--- config.mk ---
export PLATFORM = sky130hd
export DESIGN_NAME = instr_fetch_unit
export DESIGN_NICKNAME = d
export VERILOG_FILES = /design/src/rtl/mips_pkg.sv /design/src/rtl/next_pc_calc.sv /design/src/rtl/instr_fetch_unit.sv
export SDC_FILE = /design/constraint.sdc
export NUM_CORES = 1
export LEC_CHECK = 0
export ABC_AREA = 1
export BUFFER_PORTS_ARGS = -buffer_cell sky130_fd_sc_hd__buf_4
export CAP_MARGIN = 10
export CORE_ASPECT_RATIO = 0.5
export CORE_MARGIN = 2
export CORE_UTILIZATION = 55
export DETAILED_ROUTE_END_ITERATION = 6
export GPL_TIMING_DRIVEN = 1
export PLACE_DENSITY = 0.89
export SYNTH_ARGS = -nofsm -noshare
export SYNTH_HDL_FRONTEND = slang
export SYNTH_SLANG_ARGS = --single-unit
export TNS_END_PERCENT = 30
--- constraint.sdc ---
create_clock -name clk -period 3.6 [get_ports clk]
set_input_delay 0.36 -clock clk [delete_from_list [all_inputs] [get_ports clk]]
set_output_delay 0.36 -clock clk [all_outputs]
set_load 0.1 [all_outputs]
--- src/rtl/mips_pkg.sv ---
// Shared MIPS32 core definitions: opcodes, the fetch FSM state encoding and
// the default reset vector.
package mips_pkg;

  localparam logic [5:0] OP_J   = 6'h02;
  localparam logic [5:0] OP_BEQ = 6'h08;
  localparam logic [5:0] OP_BNE = 6'h09;
  localparam logic [5:0] OP_BGE = 6'h0A;
  localparam logic [5:0] OP_BGT = 6'h0B;
  localparam logic [5:0] OP_BLE = 6'h0C;
  localparam logic [5:0] OP_BLT = 6'h0D;

  localparam logic [31:0] DEFAULT_RESET_PC = 32'h0000_0000;

  typedef enum logic [1:0] {
    ST_IDLE    = 2'd0,
    ST_FETCH   = 2'd1,
    ST_ISSUE   = 2'd2,
    ST_RESOLVE = 2'd3
  } fetch_state_t;

  // Branch opcodes occupy one contiguous block, in comparator order.
  function automatic logic is_branch(input logic [5:0] op);
    return (op >= OP_BEQ) && (op <= OP_BLT);
  endfunction

  function automatic logic is_jump(input logic [5:0] op);
    return op == OP_J;
  endfunction

endpackage

--- src/rtl/next_pc_calc.sv ---
// Candidate next-PC values for the fetch FSM; all arithmetic wraps modulo 2^32.
module next_pc_calc (
  input  logic [31:0] pc,
  input  logic [31:0] ir,
  input  logic        branch_yes,
  output logic [31:0] pc_plus4,
  output logic [31:0] branch_target,
  output logic [31:0] jump_target,
  output logic [31:0] resolve_target
);

  assign pc_plus4       = pc + 32'd4;
  assign branch_target  = pc_plus4 + {{14{ir[15]}}, ir[15:0], 2'b00};
  assign jump_target    = {pc_plus4[31:28], ir[25:0], 2'b00};
  assign resolve_target = branch_yes ? branch_target : pc_plus4;

endmodule

--- src/rtl/instr_fetch_unit.sv ---
// Fetch stage: holds the PC, fetches over imem req/ack, presents ir to decode
// with a valid/ready handshake and redirects on J and resolved branches.
module instr_fetch_unit
  import mips_pkg::*;
#(
  parameter logic [31:0] RESET_PC = DEFAULT_RESET_PC,
  parameter int          CNT_W    = 32
) (
  input  logic             clk,
  input  logic             rst,
  output logic             imem_req,
  output logic [31:0]      imem_addr,
  input  logic             imem_ack,
  input  logic [31:0]      imem_rdata,
  output logic [31:0]      ir,
  output logic             ir_valid,
  input  logic             ir_ready,
  input  logic             branch_yes,
  output logic [31:0]      pc,
  output logic [CNT_W-1:0] fetch_count,
  output fetch_state_t     dbg_state
);

  // Handshakes: imem_req stays high with imem_addr stable until a cycle with
  // imem_ack; ir_valid stays high with ir/pc stable until a cycle with
  // ir_ready, and that rising edge is the single point of transfer.

  fetch_state_t state, state_next;
  logic [31:0]  pc_plus4, branch_target, jump_target, resolve_target;
  logic [5:0]   opcode;

  assign opcode = ir[31:26];

  next_pc_calc u_next_pc (
    .pc            (pc),
    .ir            (ir),
    .branch_yes    (branch_yes),
    .pc_plus4      (pc_plus4),
    .branch_target (branch_target),
    .jump_target   (jump_target),
    .resolve_target(resolve_target)
  );

  always_ff @(posedge clk or posedge rst) begin
    if (rst) state <= ST_IDLE;
    else     state <= state_next;
  end

  always_comb begin
    state_next = state;
    case (state)
      ST_IDLE:    state_next = ST_FETCH;
      ST_FETCH:   if (imem_ack) state_next = ST_ISSUE;
      ST_ISSUE:   if (ir_ready) state_next = is_branch(opcode) ? ST_RESOLVE : ST_FETCH;
      ST_RESOLVE: state_next = ST_FETCH;
      default:    state_next = ST_IDLE;
    endcase
  end

  always_comb begin
    imem_req = 1'b0;
    ir_valid = 1'b0;
    case (state)
      ST_FETCH: imem_req = 1'b1;
      ST_ISSUE: ir_valid = 1'b1;
      default: ;
    endcase
  end

  assign imem_addr = pc;
  assign dbg_state = state;

  // On a branch accept, pc and ir stay put so the comparator's registered
  // decision lines up with this IR during RESOLVE.
  always_ff @(posedge clk or posedge rst) begin
    if (rst) begin
      pc          <= RESET_PC;
      ir          <= 32'd0;
      fetch_count <= '0;
    end else begin
      case (state)
        ST_FETCH: if (imem_ack) ir <= imem_rdata;
        ST_ISSUE: if (ir_ready) begin
          fetch_count <= fetch_count + CNT_W'(1);
          if (is_jump(opcode))         pc <= jump_target;
          else if (!is_branch(opcode)) pc <= pc_plus4;
        end
        ST_RESOLVE: pc <= resolve_target;
        default: ;
      endcase
    end
  end

endmodule

==> flow_summary_export.csv <==
group,metric,value,unit
global_routing,top_usage_layer,"met2",
final_layout,fillCellCount,1286,
setup_path,crit_type,"register to register",
final_layout,multi_input_area,0.00467,mm2
detailed_routing,viasPerCell,5.68,
final_layout,fin_area,0.00954,mm2
timing,rsz0062_at_grt,"false",
yosys,ys_types,45,
yosys,yosys-top-cells-count,"308 x nand2_1, 153 x inv_1, 133 x nor2_1, 96 x dfrtp_1, 79 x a21oi_1",
floorplanning,die_x,175,um
status,status,"finished, final reports clean",
setup_path,cp-start-kind,"register",
final_layout,drive_above_1_share,20.4,%
clocking,h-tree-depth,3,
global_routing,grt_pass1_vias,7820,
timing,drv_slew,0,
run,cap_viol_max_count,0,
setup_path,crit_required,3820,ps
final_layout,area_delta_synth_final,19.2,%
floorplanning,initial_core_util,55.8,%
setup_path,worst-r2r-cell-count,12,
timing,max_slew.worst_pin.slew,939,ps
timing,tns,0,ps
timing,timing_hold_violations_final,0,
timing,holdWs,196,ps
clocking,insertion_delay,360,ps
timing,fin_crit,3400,ps
detailed_routing,first_pass_iters,5,
clocking,cts_sinks,96,
yosys,synth_flop_cell,"dfrtp_1",
global_routing,gr-usage-met1,47.3,%
yosys,synth.area.top_cells,"dfrtp_1 30%, nand2_1 14%, inv_1 7.2%, nor2_1 6.2%, ha_1 5.9%",
clocking,clkTransAtPathRegs,80,ps
global_routing,gr-usage-met2,54.4,%
placed_design,post_dp_cell_area,0.00923,mm2
timing,clock_skew,12.6,ps
global_routing,use_met3,7.65,%
timing,relSlewSlack,37.4,%
clocking,clockBufferDepth,2,
detailed_routing,wl_per_cell,17.6,um
setup_path,timing.rr.end,"imem_addr[12]$_DFFE_PP0P_",
placed_design,portBuffers,164,
yosys,synthMostInstantiatedCell,"nand2_1",
global_routing,grtUsageTotal,34.3,%
clocking,cts_buffers,9,
yosys,ys_ff_latch,96,
yosys,avgSynthCellArea,6.81,um2
timing,fmax,294,MHz
timing,setup_viol,0,
detailed_routing,first_iter_violations,1013,
floorplanning,fp.dieArea,0.0156,mm2
final_layout,antenna_cells,0,
clocking,holdBufCountCts,0,
floorplanning,die_h,89.3,um
detailed_routing,drc,0,
yosys,synth_warnings,0,
placed_design,dp_hpwl,20.6,mm
clocking,cts-root-buf,"clkbuf_16",
global_routing,grt_antenna_before_repair,0,
setup_path,critical_path.max_fanout,6,
floorplanning,core,0.0144,mm2
global_routing,grt_max_degree,73,
placed_design,routabilityCongestion,1.12,
yosys,netlist.area_leader.share,30.0,%
yosys,async_flop_share,100,%
detailed_routing,drtAntennaViolNets,0,
yosys,synth-edff-count,0,
final_layout,seqCellArea,0.00240,mm2
yosys,seq_area_frac_synth,30.0,%
hold_path,worstHoldPathType,"primary input to asynchronous set/reset pin",
detailed_routing,route.vias.total,8589,
detailed_routing,wl,26.6,mm
yosys,synthCells,1175,
yosys,yosysTopAreaCell,"dfrtp_1",
setup_path,regToRegStartpoint,"imem_addr[3]$_DFFE_PP0P_",
setup_path,crit_arrival,3620,ps
final_layout,nNetsFinal,1385,
setup_path,rrSetupSlack,200,ps
yosys,syn_area,0.00800,mm2
floorplanning,io_pins,169,
clocking,cts_tree,"yes",
setup_path,cp-end-kind,"register",
floorplanning,rows,31,
global_routing,grt_overflow_total,0,
global_routing,grt_first_pass_wirelength,41.8,mm
timing,fin_crit_sh,94.5,%
==> layer usage <==
| metal | vias to the layer above | wire length [um] |
|---|---|---|
| li1 | 3996 | - |
| met1 | 4028 | 11200 |
| met2 | 490 | 11600 |
| met3 | 75 | 3000 |
| met4 | 0 | 771 |
| met5 | - | 0 |
==> worst max-delay path: stages, from the launching register on <==
cell and delay, ps:
dfrtp_1 490, ha_1 240, nand3_1 200, inv_2 90, nand2_1 140, xnor2_1 240, ha_1 320, nand2_1 200
inv_1 70, a21oi_1 400, nand2_1 200, o21ai_0 530, a21oi_1 150
==> state kept, by name (all words and copies together) (netlist names) <==
name and count:
ir 32, dbg_state 2, imem_addr 30, fetch_count 32
==> stage by stage <==
step	utilization [%]	setup slack, ps	cells
floorplan	-	95.4	1178
global placement	64.3	436	1496
detailed placement	64.3	256	1496
CTS	66.4	221	1512
global route	66.4	6.05	1512
finish	66.4	197	1512
==> final cells by class <==
cell class,instances,share of cell area [%]
Multi-Input combinational cell,867,49.0
Sequential cell,96,25.2
Timing Repair Buffer,173,13.6
Inverter,162,6.40
Tap cell,198,2.60
Clock buffer,10,2.51
Clock inverter,6,0.656
==> how the worst max path moves through the flow <==
stage,start,endpoint,slack [ps]
3_5_place_dp,imem_addr[2]$_DFFE_PP0P_,imem_addr[29]$_DFFE_PP0P_,260
2_1_floorplan,imem_addr[2]$_DFFE_PP0P_,imem_addr[29]$_DFFE_PP0P_,100
6_report,imem_addr[3]$_DFFE_PP0P_,imem_addr[12]$_DFFE_PP0P_,200
5_1_grt,imem_addr[2]$_DFFE_PP0P_,imem_addr[29]$_DFFE_PP0P_,6
3_3_place_gp,imem_addr[2]$_DFFE_PP0P_,imem_addr[29]$_DFFE_PP0P_,440
4_1_cts,imem_addr[2]$_DFFE_PP0P_,imem_addr[29]$_DFFE_PP0P_,220
==> placed cells by master, fill, tap and decap left out, types with 4 or more instances in the layout <==
master	n
buf_4	173
nand4_1	20
nor2_1	132
nand2_2	8
a22oi_1	4
dfrtp_1	95
nor2_2	12
nor2_4	7
inv_1	152
ha_1	38
nand3_1	67
o21ai_1	9
inv_2	8
conb_1	4
xor2_1	24
a21oi_1	78
nor3_1	12
clkbuf_16	9
o21bai_1	5
a31oi_1	7
mux2_2	28
xnor2_1	22
nand2_1	308
o21ai_0	50
==> cell families (layout without fill, tap and decap cells) <==
kind of cell | Yosys count | after routing | share of synthesized area, %
buffers and inverters | 215 | 351 | 11.8
AND/OR/NAND/NOR | 586 | 586 | 32.0
multiplexers | 28 | 28 | 3.94
XOR/XNOR | 46 | 46 | 5.04
AO/OA/AOI/OAI | 164 | 164 | 11.0
flip-flops | 96 | 96 | 30.0
other | 1 | 4 | 0.0469
adder cells (fa/ha/maj) | 39 | 39 | 6.19
==> repair_timing <==
action                     4_1_cts  5_1_grt
setup endpoints to repair        0        7
resized for setup                0        2
hold endpoints to repair         0        0
buffers inserted                 0        0
Power is left out: the tool's default activity adds up to more than one toggle a clock period on the data nets, which glitch-free logic cannot reach.
